### src/rtl/prog_loader.sv
// prog_loader: serialises a byte stream LSB-first onto the configuration chain, CHAIN_LEN bits per session.
// Optional trailing CRC-8 check byte enabled by PROG_LOADER_CRC_EN.
module prog_loader #(
    parameter int CHAIN_LEN = 64
) (
    input  logic       clk,
    input  logic       rst,
    input  logic       start,
    input  logic [7:0] data_in,
    input  logic       data_valid,
    output logic       data_ready,
    output logic       prog_en,
    output logic       prog_in,
    output logic       busy,
    output logic       done,
    output logic       crc_err
);
    localparam int CNT_W = $clog2(CHAIN_LEN + 1);
    typedef enum logic [2:0] {IDLE, LOAD, SHIFT, CHECK, DONE} state_t;
    state_t state;
    logic [CNT_W-1:0] cnt;
    logic [6:0] sr;
    logic [2:0] left, left_n;
    int rem;
    // bits still to shift after the first one of the incoming byte
    always_comb begin
        rem = CHAIN_LEN - int'(cnt);
        left_n = rem >= 8 ? 3'd7 : 3'(rem - 1);
    end
    always_ff @(posedge clk) begin
        if (rst) begin
            state <= IDLE;
            cnt <= '0;
            sr <= '0;
            left <= '0;
            data_ready <= 1'b0;
            prog_en <= 1'b0;
            prog_in <= 1'b0;
            busy <= 1'b0;
            done <= 1'b0;
        end else begin
            case (state)
                IDLE, DONE: if (start) begin
                    state <= LOAD;
                    data_ready <= 1'b1;
                    busy <= 1'b1;
                    done <= 1'b0;
                    cnt <= '0;
                end
                LOAD: if (data_valid) begin
                    state <= SHIFT;
                    data_ready <= 1'b0;
                    prog_en <= 1'b1;
                    prog_in <= data_in[0];
                    sr <= data_in[7:1];
                    left <= left_n;
                    cnt <= cnt + CNT_W'(1);
                end
                SHIFT: if (left != 3'd0) begin
                    prog_in <= sr[0];
                    sr <= sr >> 1;
                    left <= left - 3'd1;
                    cnt <= cnt + CNT_W'(1);
                end else begin
                    prog_en <= 1'b0;
                    if (cnt == CNT_W'(CHAIN_LEN)) begin
`ifdef PROG_LOADER_CRC_EN
                        state <= CHECK;
                        data_ready <= 1'b1;
`else
                        state <= DONE;
                        busy <= 1'b0;
                        done <= 1'b1;
`endif
                    end else begin
                        state <= LOAD;
                        data_ready <= 1'b1;
                    end
                end
                CHECK: if (data_valid) begin
                    state <= DONE;
                    data_ready <= 1'b0;
                    busy <= 1'b0;
                    done <= 1'b1;
                end
                default: state <= IDLE;
            endcase
        end
    end
`ifdef PROG_LOADER_CRC_EN
    logic [7:0] crc;
    logic shift_now, bit_now;
    function automatic logic [7:0] crc_step(input logic [7:0] c, input logic b);
        crc_step = {c[6:0], 1'b0} ^ ((c[7] ^ b) ? 8'h07 : 8'h00);
    endfunction
    // the CRC follows exactly the bits that reach the chain
    always_comb begin
        shift_now = (state == LOAD && data_valid) || (state == SHIFT && left != 3'd0);
        bit_now = state == LOAD ? data_in[0] : sr[0];
    end
    always_ff @(posedge clk) begin
        if (rst) begin
            crc <= '0;
            crc_err <= 1'b0;
        end else if ((state == IDLE || state == DONE) && start) begin
            crc <= '0;
            crc_err <= 1'b0;
        end else if (shift_now) begin
            crc <= crc_step(crc, bit_now);
        end else if (state == CHECK && data_valid) begin
            crc_err <= data_in != crc;
        end
    end
`else
    assign crc_err = 1'b0;
`endif
endmodule

### config.mk
export PLATFORM = sky130hd
export DESIGN_NAME = prog_loader
export DESIGN_NICKNAME = d
export VERILOG_FILES = /design/src/rtl/prog_loader.sv
export SDC_FILE = /design/constraint.sdc
export NUM_CORES = 1
export LEC_CHECK = 0
export CAP_MARGIN = 20
export CELL_PAD_IN_SITES_DETAIL_PLACEMENT = 0
export CELL_PAD_IN_SITES_GLOBAL_PLACEMENT = 1
export CORE_MARGIN = 2
export CORE_UTILIZATION = 46
export CTS_BUF_LIST = sky130_fd_sc_hd__clkbuf_4
export DETAILED_ROUTE_END_ITERATION = 16
export HOLD_SLACK_MARGIN = 0.05
export PLACE_DENSITY_LB_ADDON = 0.05
export RECOVER_POWER = 50
export SYNTH_ARGS = -nofsm -noshare
export SYNTH_HDL_FRONTEND = slang
export SYNTH_SLANG_ARGS = --single-unit
### constraint.sdc
create_clock -name clk -period 5.6 [get_ports clk]
set_input_delay 0.56 -clock clk [delete_from_list [all_inputs] [get_ports clk]]
set_output_delay 0.56 -clock clk [all_outputs]
set_load 0.05 [all_outputs]
Word-level counts from Yosys, hierarchy flattened
Index checks and enable logic that the tools add are counted.
- output and inout port bits: 6
- logic and storage cells: 76
- register bits after elaboration: 25
- bits of input ports: 12
- reductions and logical operators: 14
- add/subtract/negate cells: 4
- $lt $le $gt $ge: 1
- multiplexer cells: 35
- eq/ne operators: 13
- operators with widths (cell ; number):
    two-way mux 7 bit ; 5
    two-way mux 3 bit ; 8
    case mux 7 bit (3 select lines) ; 1
    != test 2 bit, second input constant ; 7
    case mux 7 bit (2 select lines) ; 1
    two-way mux 1 bit ; 13
    case mux 3 bit (4 select lines) ; 1
    nonzero test 3 bit ; 4
    AND reduction 5 bit ; 2
    case mux 1 bit (3 select lines) ; 3
    greater-or-equal comparator 8 x 5 -> 1 bit, second input constant ; 1
    AND reduction 4 bit ; 2
    subtractor 7 x 7 -> 8 bit, first input constant ; 1
    adder 7 x 1 -> 7 bit, second input constant ; 1
    equality test 7 bit, second input constant ; 1
    equality test 3 x 2 -> 1 bit, second input constant ; 2
    case mux 3 bit (2 select lines) ; 1
    AND reduction 3 bit ; 2
    case mux 1 bit (2 select lines) ; 2
    OR reduction 2 bit ; 2
    equality test 3 x 1 -> 1 bit, second input constant ; 1
    equality test 3 bit, second input constant ; 1
    zero test 3 bit ; 1
    subtractor 3 x 1 -> 3 bit, second input constant ; 1
    other kinds (3) ; 3

Logic depth before layout (Yosys ltp)
Gate-level depths: netlist (run 1).
- depth after elaboration: 5
- depth in mapped cells: 9
- mapped depth without buffers: 7

Worst setup path before layout (run 1)
Ideal clock, no wire load.
- path kind: flip-flop to flip-flop
- start point: register left[0]
- end point: register cnt[1]
- data required time: 5530 ps
- clock period less this slack: 1957 ps
- setup time: 70 ps
- setup slack: 3643 ps
- path buffers: 0
- data arrival time: 1887 ps
- stages on the path, launching flop included: 8
- path through: dfxtp_1 > inv_1 > ha_1 > ha_1 > nor4b_4 > nor3_2 > or4b_1 > a21oi_1
- longest elaborated chain between the ends: 3
- ends and longest elaborated chain (what ; line ; RTL):
    start: declaration ; 23 ; logic [2:0] left, left_n;
    start signal: assignment ; 56 ; left <= left_n;
    start signal: assignment ; 62 ; left <= left - 3'd1;
    nonzero test 3 bit ; 59 ; SHIFT: if (left != 3'd0) begin
    != test 2 bit (no source line) ; n/a ;
    AND reduction 4 bit (no source line) ; n/a ;
    end signal: assignment ; 57 ; cnt <= cnt + CNT_W'(1);
    end signal: assignment ; 63 ; cnt <= cnt + CNT_W'(1);
    end: declaration ; 21 ; logic [CNT_W-1:0] cnt;
Every way passes these cells.
A chain may end at the register's enable or synchronous reset.

Worst setup path after layout (run 1)
Same ends and word-level chain as after synthesis.

==> results of run 1 <==
## metrics by stage
step,instance area (um^2),power (uW)
after floorplan,1350,276
after global placement,1500,298
after detailed placement,1500,300
after CTS,1530,383
after global routing,1500,401
final,1500,375
## logic make-up after synthesis
| group | count (synthesis) | synth area share, % |
|---|---|---|
| simple gates | 53 | 23.1 |
| compound gates | 32 | 16.8 |
| flops | 25 | 37.0 |
| buf+inv | 19 | 7.04 |
| mux | 9 | 6.67 |
| xor+xnor | 7 | 4.54 |
| fa+ha+maj | 5 | 4.63 |
| other cells | 1 | 0.278 |
## path summary, 6_finish.rpt
check	end	cells past startpoint
setup / recovery	cnt[1]	7
hold / removal	done	1
setup reg to reg	cnt[1]	7
hold reg to reg	done	1
## synthesized netlist by cell type, types with 2 or more instances
cell,instances,area [um^2]
o211ai_1,2,15.0
or3_1,3,18.8
buf_2,4,20.0
o21ai_0,3,15.0
nor3b_1,2,15.0
or2_2,2,12.5
a2111oi_1,2,20.0
nor3_1,2,10.0
xnor2_1,4,35.0
xor2_1,3,26.3
clkbuf_1,3,11.3
a211oi_1,8,60.1
mux2i_1,9,90.1
inv_1,7,26.3
a21oi_1,7,35.0
buf_4,3,22.5
or4b_1,2,20.0
nor2_1,21,78.8
dfxtp_1,25,500
ha_1,5,62.6
nand2_1,5,18.8
a31oi_1,2,12.5
and3_1,2,12.5
## final cells by class
type | count | area (um^2) | share of cell area, %
Tap cell | 31 | 38.8 | 2.58
Inverter | 7 | 26.3 | 1.75
Clock buffer | 4 | 30.0 | 2.00
Sequential cell | 25 | 500 | 33.3
Timing Repair Buffer | 18 | 171 | 11.4
Multi-Input combinational cell | 107 | 736 | 49.0
## worst register-to-register path: stages, from the launching register on
cell and delay [ns]:
dfxtp_1 0.35, inv_1 0.07, ha_1 0.20, ha_1 0.26, nor4b_1 0.79, nor3_1 0.30
or4b_1 0.57, a21oi_1 0.16
## state kept, by name, indices dropped and copies added, names as in the netlist
signal / count
prog_en: 1
sr: 7
prog_in: 1
cnt: 7
data_ready: 1
state: 3
busy: 1
done: 1
left: 3
## placed cells by master, fill, tap and decap left out, types with 4 or more instances in the layout
| cell | n |
|---|---|
| dfxtp_1 | 25 |
| clkdlybuf4s50_1 | 12 |
| nand2_1 | 5 |
| dlygate4sd3_1 | 4 |
| nor2_1 | 21 |
| a211oi_1 | 8 |
| clkbuf_4 | 4 |
| a21oi_1 | 7 |
| ha_1 | 5 |
| mux2i_1 | 9 |
| xnor2_1 | 4 |
| inv_1 | 7 |
## metal layers
layer  global-route usage (%)  wire [um]  up-vias
met5                        0          0        -
met4                     5.98         19        0
met3                     2.23        117        2
met2                     28.2       1220       20
met1                     25.4       1290      504
li1                         -          -      555
## power breakdown
| part | switching [uW] | total [uW] | internal (uW) | leakage [uW] |
|---|---|---|---|---|
| combinational | 51.4 | 91.2 | 39.7 | 0.000318 |
| sequential | 11.1 | 201 | 190 | 0.000204 |
| clock | 50.3 | 83.0 | 32.6 | 0.0000184 |
==> run_results.csv, run 1 <==
group,metric,value,unit
die,pin_count,18,
timing,setup_viol,0,
timing,rsz0062_at_grt,"no",
clock_network,cts_made_buffers,3,
clock_network,cts-htree-levels,1,
finish,fillers,289,
drt,drt_wl_total,2.65,mm
worst_setup_path,start_kind,"flop",
placed_design,dp_slack,3.02,ns
timing,fin_crit,2.78,ns
drt,drtIter0Drc,44,
timing,hold_viol_final,0,
worst_setup_path,path_class,"reg2reg",
power,p_leak,0.000540,uW
drt,post_drt_wl_per_cell,13.8,um
hold_path,worst_hold_path_type,"reg2reg",
finish,antenna_cells,0,
timing,slew_headroom,37.3,%
worst_setup_path,end_kind,"flop",
finish,final_nets,179,
placed_design,gp_congestion,0.807,
clock_network,post-cts-setup-buffer-count,0,
global_routing,track_usage,17.9,%
timing,skew,0.00292,ns
worst_setup_path,crit_required,5.83,ns
drt,route.detailed.drc,0,
finish,final_util,54.0,%
die,die_w,58.2,um
timing,drv_slew,0,
worst_setup_path,cp_common_cell,"ha_1",
die,row_count,19,
yosys,ys_types,48,
power,ir_worst_vdd,173,uV
yosys,ys_warn_count,0,
yosys,synth_flop_cell,"dfxtp_1",
worst_setup_path,r2r_slack,2.82,ns
worst_setup_path,cp_top_family,"simple AND/OR/NAND/NOR gates",
die,dieArea,3390,um^2
yosys,syn_area_per_cell,8.95,um^2
global_routing,grt_pass1_wl,4.75,mm
drt,via_per_inst,5.63,
worst_setup_path,worstReg2RegStart,"left[0]",
finish,drive_gt1_share,6.21,%
drt,route.antenna.remaining_nets,0,
yosys,postSynth.asyncResetShare,0,%
clock_network,clkTransAtPathRegs,0.13,ns
timing,period_share,49.7,%
worst_setup_path,cpPeakStageDelay,0.79,ns
placed_design,numPortBuffers,16,
worst_setup_path,crit_chain,"inv_1 > ha_1 > ha_1 > nor4b_1 > nor3_1 > or4b_1 > a21oi_1",
drt,drtPass1Iterations,4,
drt,routed-via-count,1081,
clock_network,hold_buffers,0,
yosys,synth-edff-count,0,
finish,finalNonFillerCells,192,
placed_design,dp_cells,188,
yosys,syn_nets,168,
timing,fin_setup_tns,0,ns
worst_setup_path,cp_max_fo,7,
timing,setup_slack,2.82,ns
global_routing,antenna_found_initial,0,
worst_setup_path,critPathSlowestCell,"nor4b_1",
yosys,syn_inst,151,
clock_network,cts_tree,"built",
global_routing,overflow,0,
clock_network,numClockSinks,25,
worst_setup_path,crit_path_start,"left[0]",
clock_network,worst_skew_pair.late_latency,0.31,ns
timing,worstMarginPinSlew,0.927,ns
clock_network,clk_path_buf_depth,2,
timing,timing.hold.ws,0.474,ns
finish,syn2layout_area_growth,11.2,%
hold_path,min_from,"done",
yosys,synth_seq_cells,25,
yosys,syn_area,1350,um^2
run_status,outcome,"finished clean",
worst_setup_path,path_buf_inv,1,
placed_design,dp_hpwl,1.93,mm
clock_network,clockRootBuffer,"clkbuf_4",
worst_setup_path,cp.arrival,3.02,ns
die,die_y,58.2,um
die,core,2780,um^2
yosys,ys_seq_area_share,37.0,%
die,start_util,48.6,%
global_routing,grt_max_degree,21,
global_routing,grt_pass1_vias,1029,
flow_run,maxCapViolCount,0,
clock_network,cts_resized,0,
power,power.density,250,nW/um^2
timing,clock.fmax,359,MHz
(Power assumes the default switching activity.)
==> inputs of run 2 (changes only) <==
- CORE_UTILIZATION: 46 -> 43
- clock period: 5.6 -> 2.9 ns (I/O delays scaled with it)
==> run 2 against run 1 <==
Net effect: first-iteration DRC count shrank 39%; fmax grew 25%; count of clock-buffer cells in the layout is the same; critical path type unchanged; critical endpoint unchanged; largest power group unchanged; highest routed layer unchanged.
==> run_results.csv, run 2 (synthesis gave the netlist of run 1 again) <==
group,metric,value,unit
clock_network,clk_path_buf_depth,2,
timing,drv_slew,0,
drt,drt_wl_total,2.73,mm
worst_setup_path,start_kind,"flop",
die,row_count,20,
hold_path,worst_hold_path_type,"reg2reg",
global_routing,grt_max_degree,20,
global_routing,grt.met3_usage,3.25,%
die,core,3030,um^2
finish,syn2layout_area_growth,14.6,%
timing,worstMarginPinSlew,0.644,ns
timing,clock.fmax,450,MHz
flow_run,maxCapViolCount,0,
power,finalPower,742,uW
worst_setup_path,path_class,"reg2reg",
power,power.density,479,nW/um^2
timing,slew_headroom,56.8,%
placed_design,numPortBuffers,16,
drt,via_per_inst,5.31,
timing,skew,0.00121,ns
timing,period_share,76.6,%
clock_network,clockRootBuffer,"clkbuf_4",
die,die_w,60.1,um
drt,route.antenna.remaining_nets,0,
timing,rsz0062_at_grt,"no",
finish,final_common_cell,"dfxtp_1",
clock_network,cts-htree-levels,1,
global_routing,top_usage_layer,"met2",
placed_design,dp_hpwl,1.99,mm
worst_setup_path,cp.arrival,2.49,ns
drt,routed-via-count,1100,
global_routing,met1_usage,23.0,%
clock_network,clkTransAtPathRegs,0.14,ns
finish,drive_gt1_share,7.98,%
global_routing,overflow,0,
run_status,outcome,"finished clean",
timing,setup_viol,0,
clock_network,worst_skew_pair.late_latency,0.33,ns
finish,antenna_cells,0,
power,ir_worst_vdd,238,uV
clock_network,cts_made_buffers,3,
finish,final_cell_mix,"dfxtp_1, nor2_1, clkdlybuf4s50_1",
global_routing,antenna_found_initial,0,
clock_network,cts_tree,"built",
global_routing,grtUsageMet2,26.4,%
global_routing,grt_pass1_vias,1040,
timing,fin_crit,2.22,ns
die,die_y,60.1,um
worst_setup_path,end_kind,"flop",
clock_network,post-cts-setup-buffer-count,0,
drt,post_drt_wl_per_cell,13.2,um
clock_network,hold_buffers,0,
drt,route.detailed.drc,0,
clock_network,cts_resized,0,
die,dieArea,3610,um^2
die,pin_count,18,
finish,final_nets,181,
finish,reg_top3,"cnt x7, sr x7",
drt,drtIter0Drc,27,
die,start_util,44.6,%
drt,drtPass1Iterations,4,
timing,hold_viol_final,0,
power,p_leak,0.000559,uW
global_routing,track_usage,17.1,%
timing,fin_setup_tns,0,ns
placed_design,gp_congestion,0.750,
global_routing,grt_pass1_wl,4.68,mm
clock_network,numClockSinks,25,
worst_setup_path,cp_max_fo,7,
worst_setup_path,crit_required,3.17,ns
run 2: cell types whose count changed in the layout (fill, tap and decap cells not counted), sizes merged:
cell | previous run | this run
dlygate4sd3 | 4 | 5
clkdlybuf4s50 | 12 | 11
buf | 1 | 3
run 2: area by class of cell:
| class | count | area (um^2) |
|---|---|---|
| tap | 44 | 55.1 |
| clock buffer | 4 | 30.0 |
| inverter | 7 | 26.3 |
| fill | 316 | 1480 |
| timing repair buffer | 20 | 186 |
| sequential | 25 | 500 |
| multi-input combinational | 107 | 751 |
run 2: per-layer routing:
metal | up-vias | part of all wire [%] | wire (um)
li1 | 560 | - | -
met1 | 512 | 48 | 1310
met2 | 21 | 46 | 1250
met3 | 7 | 3.9 | 106
met4 | 0 | 2.6 | 70
met5 | - | 0 | 0
run 2: path summary, 6_finish.rpt:
kind / start / to / slack (ns) / cells past startpoint
worst min-delay path: done / done / 0.48 / 1
worst max-delay path: left[0] / cnt[1] / 0.68 / 7
worst max register to register: left[0] / cnt[1] / 0.68 / 7
worst min register to register: done / done / 0.48 / 1
run 2: power breakdown:
| group | leakage [uW] | switching, uW | internal, uW |
|---|---|---|---|
| clock network | 0.0000184 | 109 | 63.4 |
| registers | 0.000204 | 22.2 | 367 |
| logic | 0.000336 | 101 | 79.4 |
| total | 0.000559 | 232 | 510 |
run 2: critical path: stages (launching register included):
cell     delay [ns]
dfxtp_1        0.36
inv_1          0.07
ha_1           0.20
ha_1           0.26
nor4b_4        0.39
nor3_1         0.20
or4b_1         0.54
a21oi_1        0.15
run 2: per-stage QoR:
stage | instance area (um^2) | hold WS [ns] | std cells | utilization (%) | worst slack, ns
2_1_floorplan | 1350 | 0.451 | 151 | - | 0.943
3_3_place_gp | 1530 | 0.448 | 203 | 50.5 | 0.794
3_5_place_dp | 1530 | 0.453 | 203 | 50.5 | 0.728
4_1_cts | 1560 | 0.485 | 207 | 51.4 | 0.671
5_1_grt | 1550 | 0.521 | 207 | 51.2 | 0.495
6_report | 1550 | 0.475 | 207 | 51.2 | 0.678
